[src/rtl/rx_data_sampler.sv]
// rtl/rx_data_sampler.sv - oversampling serial receiver front end; RX_SAMPLER_MAJORITY_EN selects 2-of-3 bit voting
module rx_data_sampler #(
    parameter int PRESCALE_W = 6
) (
    input  logic                  CLK,
    input  logic                  RST,
    input  logic                  RX_IN,
    input  logic                  enable,
    input  logic                  PAR_EN,
    input  logic [PRESCALE_W-1:0] Prescale,
    output logic                  sampled_bit,
    output logic                  sample_valid,
    output logic [3:0]            bit_cnt,
    output logic [PRESCALE_W-1:0] edge_cnt,
    output logic                  frame_done,
    output logic                  start_glitch
);
    typedef enum logic {S_IDLE, S_ACTIVE} state_t;

    localparam logic [PRESCALE_W-1:0] ONE = {{(PRESCALE_W-1){1'b0}}, 1'b1};

    state_t                r_state;
    logic                  r_sync1;
    logic                  r_sync2;
    logic [PRESCALE_W-1:0] r_presc;
    logic                  r_par_en;
    logic                  r_s1;
`ifdef RX_SAMPLER_MAJORITY_EN
    logic                  r_s0;
`endif

    logic                  w_rx_s;
    logic                  w_decided;
    logic                  w_wrap;
    logic                  w_last_bit;
    logic [PRESCALE_W-1:0] w_half;
    logic [PRESCALE_W-1:0] w_pt_lo;
    logic [PRESCALE_W-1:0] w_pt_hi;
    logic [PRESCALE_W-1:0] w_last_edge;
    logic [3:0]            w_last_idx;

    assign w_rx_s      = r_sync2;
    assign w_half      = r_presc >> 1;
    assign w_pt_lo     = w_half - ONE;
    assign w_pt_hi     = w_half + ONE;
    assign w_last_edge = r_presc - ONE;
    assign w_last_idx  = r_par_en ? 4'd11 : 4'd10;
    // Inequalities keep an illegal latched Prescale from wedging the counters.
    assign w_wrap      = (edge_cnt >= w_last_edge);
    assign w_last_bit  = (bit_cnt >= w_last_idx);

`ifdef RX_SAMPLER_MAJORITY_EN
    assign w_decided = (r_s0 & r_s1) | (r_s0 & w_rx_s) | (r_s1 & w_rx_s);
`else
    assign w_decided = r_s1;
`endif

    always_ff @(posedge CLK or posedge RST) begin
        if (RST) begin
            r_sync1      <= 1'b1;
            r_sync2      <= 1'b1;
            r_state      <= S_IDLE;
            r_presc      <= '0;
            r_par_en     <= 1'b0;
            r_s1         <= 1'b1;
`ifdef RX_SAMPLER_MAJORITY_EN
            r_s0         <= 1'b1;
`endif
            sampled_bit  <= 1'b1;
            sample_valid <= 1'b0;
            bit_cnt      <= 4'd0;
            edge_cnt     <= '0;
            frame_done   <= 1'b0;
            start_glitch <= 1'b0;
        end else begin
            r_sync1      <= RX_IN;
            r_sync2      <= r_sync1;
            sample_valid <= 1'b0;
            frame_done   <= 1'b0;
            start_glitch <= 1'b0;
            if (!enable) begin
                r_state  <= S_IDLE;
                bit_cnt  <= 4'd0;
                edge_cnt <= '0;
            end else begin
                case (r_state)
                    S_IDLE: begin
                        bit_cnt  <= 4'd0;
                        edge_cnt <= '0;
                        if (!w_rx_s) begin
                            r_state  <= S_ACTIVE;
                            bit_cnt  <= 4'd1;
                            r_presc  <= Prescale;
                            r_par_en <= PAR_EN;
                        end
                    end
                    S_ACTIVE: begin
`ifdef RX_SAMPLER_MAJORITY_EN
                        if (edge_cnt == w_pt_lo) r_s0 <= w_rx_s;
`endif
                        if (edge_cnt == w_half) r_s1 <= w_rx_s;
                        if (w_wrap) begin
                            edge_cnt <= '0;
                            bit_cnt  <= bit_cnt + 4'd1;
                        end else begin
                            edge_cnt <= edge_cnt + ONE;
                        end
                        // Third sample point is the live rx_s, so the decision lands one cycle later.
                        if (edge_cnt == w_pt_hi) begin
                            sampled_bit  <= w_decided;
                            sample_valid <= 1'b1;
                            if (bit_cnt == 4'd1 && w_decided) begin
                                start_glitch <= 1'b1;
                                r_state      <= S_IDLE;
                                bit_cnt      <= 4'd0;
                                edge_cnt     <= '0;
                            end
                        end
                        if (w_wrap && w_last_bit) begin
                            r_state    <= S_IDLE;
                            frame_done <= 1'b1;
                            bit_cnt    <= 4'd0;
                            edge_cnt   <= '0;
                        end
                    end
                    default: r_state <= S_IDLE;
                endcase
            end
        end
    end
endmodule

[config.mk]
export PLATFORM = sky130hd
export DESIGN_NAME = rx_data_sampler
export DESIGN_NICKNAME = d
export VERILOG_FILES = /design/src/rtl/rx_data_sampler.sv
export SDC_FILE = /design/constraint.sdc
export NUM_CORES = 1
export LEC_CHECK = 0
export CAP_MARGIN = 20
export CORE_ASPECT_RATIO = 2
export CORE_MARGIN = 3
export CORE_UTILIZATION = 54
export CTS_BUF_LIST = sky130_fd_sc_hd__clkbuf_2 sky130_fd_sc_hd__clkbuf_4 sky130_fd_sc_hd__clkbuf_8
export DETAILED_ROUTE_END_ITERATION = 10
export PLACE_DENSITY = 0.79
export SETUP_SLACK_MARGIN = 0.02
export SYNTH_ARGS = -nofsm -noshare
export SYNTH_HDL_FRONTEND = slang
export SYNTH_SLANG_ARGS = --single-unit
export TNS_END_PERCENT = 50
[constraint.sdc]
create_clock -name CLK -period 3.04 [get_ports CLK]
set_input_delay 0.608 -clock CLK [delete_from_list [all_inputs] [get_ports CLK]]
set_output_delay 0.608 -clock CLK [all_outputs]
set_load 0.01 [all_outputs]
==> flow_summary_export.csv <==
group,metric,value,unit
grt,grt_pass1_wl,5780,µm
timing,period_minus_slack,2.61,ns
clocking,clk_latency,0.28,ns
critical_path,crit_arrival,2.76,ns
synthesis,synth.cell_area,1480,µm²
grt,grt_use_total,0.224,
synthesis,netlist_instances,151,
route,finalWirelength,3460,µm
synthesis,synth_warnings,0,
clocking,cts_tree,"yes",
synthesis,yosys.area.top_type_share,0.355,
clocking,clkSinkCount,25,
synthesis,ys_ff_latch,25,
route,wl_per_cell,16.6,µm
critical_path,worst-path-max-fanout,9,
floorplan,io_pins,25,
clocking,clk_pin_slew_worst_paths,0.09,ns
timing,worst_slew_pin_slew,0.949,ns
timing,whs,0.367,ns
clocking,htreeDepth,1,
route,drc_errors,0,
power,p_leak,0.786,nW
critical_path,crit_family,"compound AO/OA/AOI/OAI gates",
power,finalPower,0.877,mW
power,max-vdd-ir-drop,0.349,mV
clocking,ctsResizeCount,0,
floorplan,dieArea,3440,µm²
grt,grt_pass1_vias,1307,
route,initialDrtViolationCount,19,
place,port_buffers,24,
power,power_per_cell_area,484,nW/µm²
timing,fmax,383,MHz
critical_path,worstSetupPathType,"register to register",
critical_path,crit_chain,"inv_1 > ha_1 > nand2_1 > nand2_1 > nor3_1 > xnor2_1 > ha_1 > a21oi_1 > o221a_2 > nor3_1 > a2111oi_1",
clocking,root_buffer,"clkbuf_8",
layout,nFillCells,213,
critical_path,end_kind,"register",
clocking,cts_hold_buf,0,
critical_path,crit_buf_inv,1,
hold_path,hp-class,"register to register",
timing,slew_headroom,0.367,
floorplan,die_h,80.0,µm
run,maxCapViolCount,0,
timing,slew_violations,0,
grt,antenna_found_initial,0,
floorplan,core,2570,µm²
place,dpl_worst_slack,0.461,ns
synthesis,ys_types,37,
floorplan,die_w,43.0,µm
clocking,cts.path.max_buffers,2,
timing,post-route-period-util,0.860,
timing,finalSetupTns,0,ns
timing,grt_setup_unrepaired,"no",
layout,area_growth,22.5,%
place,hpwlAfterDp,2730,µm
grt,gr-total-overflow,0,
status,status,"finished clean",
critical_path,crit_path_start_kind,"register",
layout,antenna_cells,0,
route,antenna_left,0,
layout,multi_input_area,803,µm²
route,via_count,1229,
timing,finalClockSkew,0.00779,ns
route,viasPerCell,5.91,
critical_path,critPathRequiredTime,3.19,ns
clocking,cts_setup_buffers,0,
timing,fin_ws,0.427,ns
place,gp_congestion,0.900,
timing,finalSetupViolCount,0,
layout,layout.nets,206,
synthesis,syn_nets,176,
timing,hold_viol,0,
critical_path,crit_slowest_cell,"dfrtp_1",
grt,grt_max_degree,26,
layout,regArea,631,µm²
floorplan,num_rows,26,
layout,drive_gt1_frac,0.0889,
synthesis,synth_area_leaders,"dfrtp_1 (36%), ha_1 (12%), dfstp_2 (7.1%)",
route,first_pass_iters,4,
layout,final_core_util,0.705,
critical_path,cp_slowest_stage_delay,0.45,ns
clocking,numCtsBuffers,3,
synthesis,seq_area_frac_synth,0.426,
synthesis,synth_top_cell_by_area,"dfrtp_1",
floorplan,start_util,0.575,
synthesis,syn-mean-instance-area,9.79,µm²
## final cells by class
type	instances	area share
Clock buffer	3	0.0228
Timing Repair Buffer	27	0.145
Clock inverter	1	0.00276
Tap cell	28	0.0193
Inverter	9	0.0186
Multi-Input combinational cell	115	0.443
Sequential cell	25	0.348
## registers in the layout, summed over array words and instances (netlist names)
register and flops:
bit_cnt 4, r_s1 1, start_glitch 1, r_sync1 1
frame_done 1, r_par_en 1, r_state 1, sample_valid 1
edge_cnt 6, r_presc 6, sampled_bit 1, r_sync2 1
## metal layers
layer | wire length (µm) | part of all wire | GRT usage | vias up
met5 | 0 | 0 | 0 | -
met4 | 129 | 0.037 | 0.112 | 0
li1 | - | - | - | 590
met3 | 110 | 0.032 | 0.0293 | 13
met2 | 1940 | 0.56 | 0.410 | 35
met1 | 1270 | 0.37 | 0.241 | 591
## final timing paths
| kind | start | cells after the start | to | slack (ns) |
|---|---|---|---|---|
| worst min-delay path | r_sync1$_DFF_PP1_ | 0 | r_sync2$_DFF_PP1_ | 0.37 |
| worst max register to register | r_presc[2]$_DFFE_PP0P_ | 11 | bit_cnt[0]$_DFF_PP0_ | 0.43 |
| worst min register to register | r_sync1$_DFF_PP1_ | 0 | r_sync2$_DFF_PP1_ | 0.37 |
| worst max-delay path | r_presc[2]$_DFFE_PP0P_ | 11 | bit_cnt[0]$_DFF_PP0_ | 0.43 |
| max in group asynchronous | RST | 2 | edge_cnt[1]$_DFF_PP0_ | 1.62 |
| min in group asynchronous | RST | 2 | sample_valid$_DFF_PP0_ | 0.84 |
## metrics by stage
step / cells / instance area, µm²
final: 208 / 1810
after global placement: 204 / 1770
after global routing: 208 / 1810
after floorplan: 151 / 1480
after detailed placement: 204 / 1770
after CTS: 208 / 1810
## logic make-up after synthesis
kind of cell               synth area share
AOI/OAI and AO/OA                     0.105
xor gates and xnor gates             0.0948
adders and majority gates             0.118
buffers and inverters                0.0305
DFF                                   0.426
muxes                                0.0152
and+or+nand+nor                       0.210
## Yosys cell counts
library cell   n
nor2_1         6
nand3b_1       1
o221a_2        1
xor2_1         6
a21boi_0       1
mux2_1         1
nand2_1       21
buf_4          1
a211oi_1       1
xnor2_1       10
nor3b_1        1
nand4_1        3
clkbuf_1       1
a21oi_1        6
and2_1         1
o21a_1         1
or3_1          1
ha_1          14
dfrtp_1       21
o221ai_1       1
nor2b_1        2
nand4b_1       1
o21ai_1        1
nand3_1        6
inv_1          9
a21o_1         1
nor3_1        10
o21ai_0        7
a2111oi_1      1
o31a_1         1
and3_1         3
dfstp_2        4
mux2_2         1
nand2b_1       2
o311ai_2       1
or3b_2         1
nor4_4         1
## where the power goes
part	leakage (nW)	switching, mW	internal, mW
Sequential	0.321	0.0421	0.373
Combinational	0.440	0.141	0.120
Clock	0.0255	0.109	0.0919
## placed cells by master, fill, tap and decap left out, types with 2 or more instances in the layout
| master | Yosys | layout |
|---|---|---|
| clkbuf_8 | 0 | 3 |
| nand2_1 | 21 | 21 |
| xnor2_1 | 10 | 10 |
| buf_4 | 1 | 3 |
| ha_1 | 14 | 14 |
| dfstp_2 | 4 | 4 |
| nand4_1 | 3 | 3 |
| nand3_1 | 6 | 6 |
| nor3_1 | 10 | 10 |
| dfrtp_1 | 21 | 21 |
| nor2b_1 | 2 | 2 |
| clkdlybuf4s50_1 | 0 | 24 |
| nand2b_1 | 2 | 2 |
| o21ai_0 | 7 | 7 |
| nor2_1 | 6 | 6 |
| and3_1 | 3 | 3 |
| a21oi_1 | 6 | 6 |
| inv_1 | 9 | 9 |
| xor2_1 | 6 | 6 |
(Power assumes the default switching activity.)
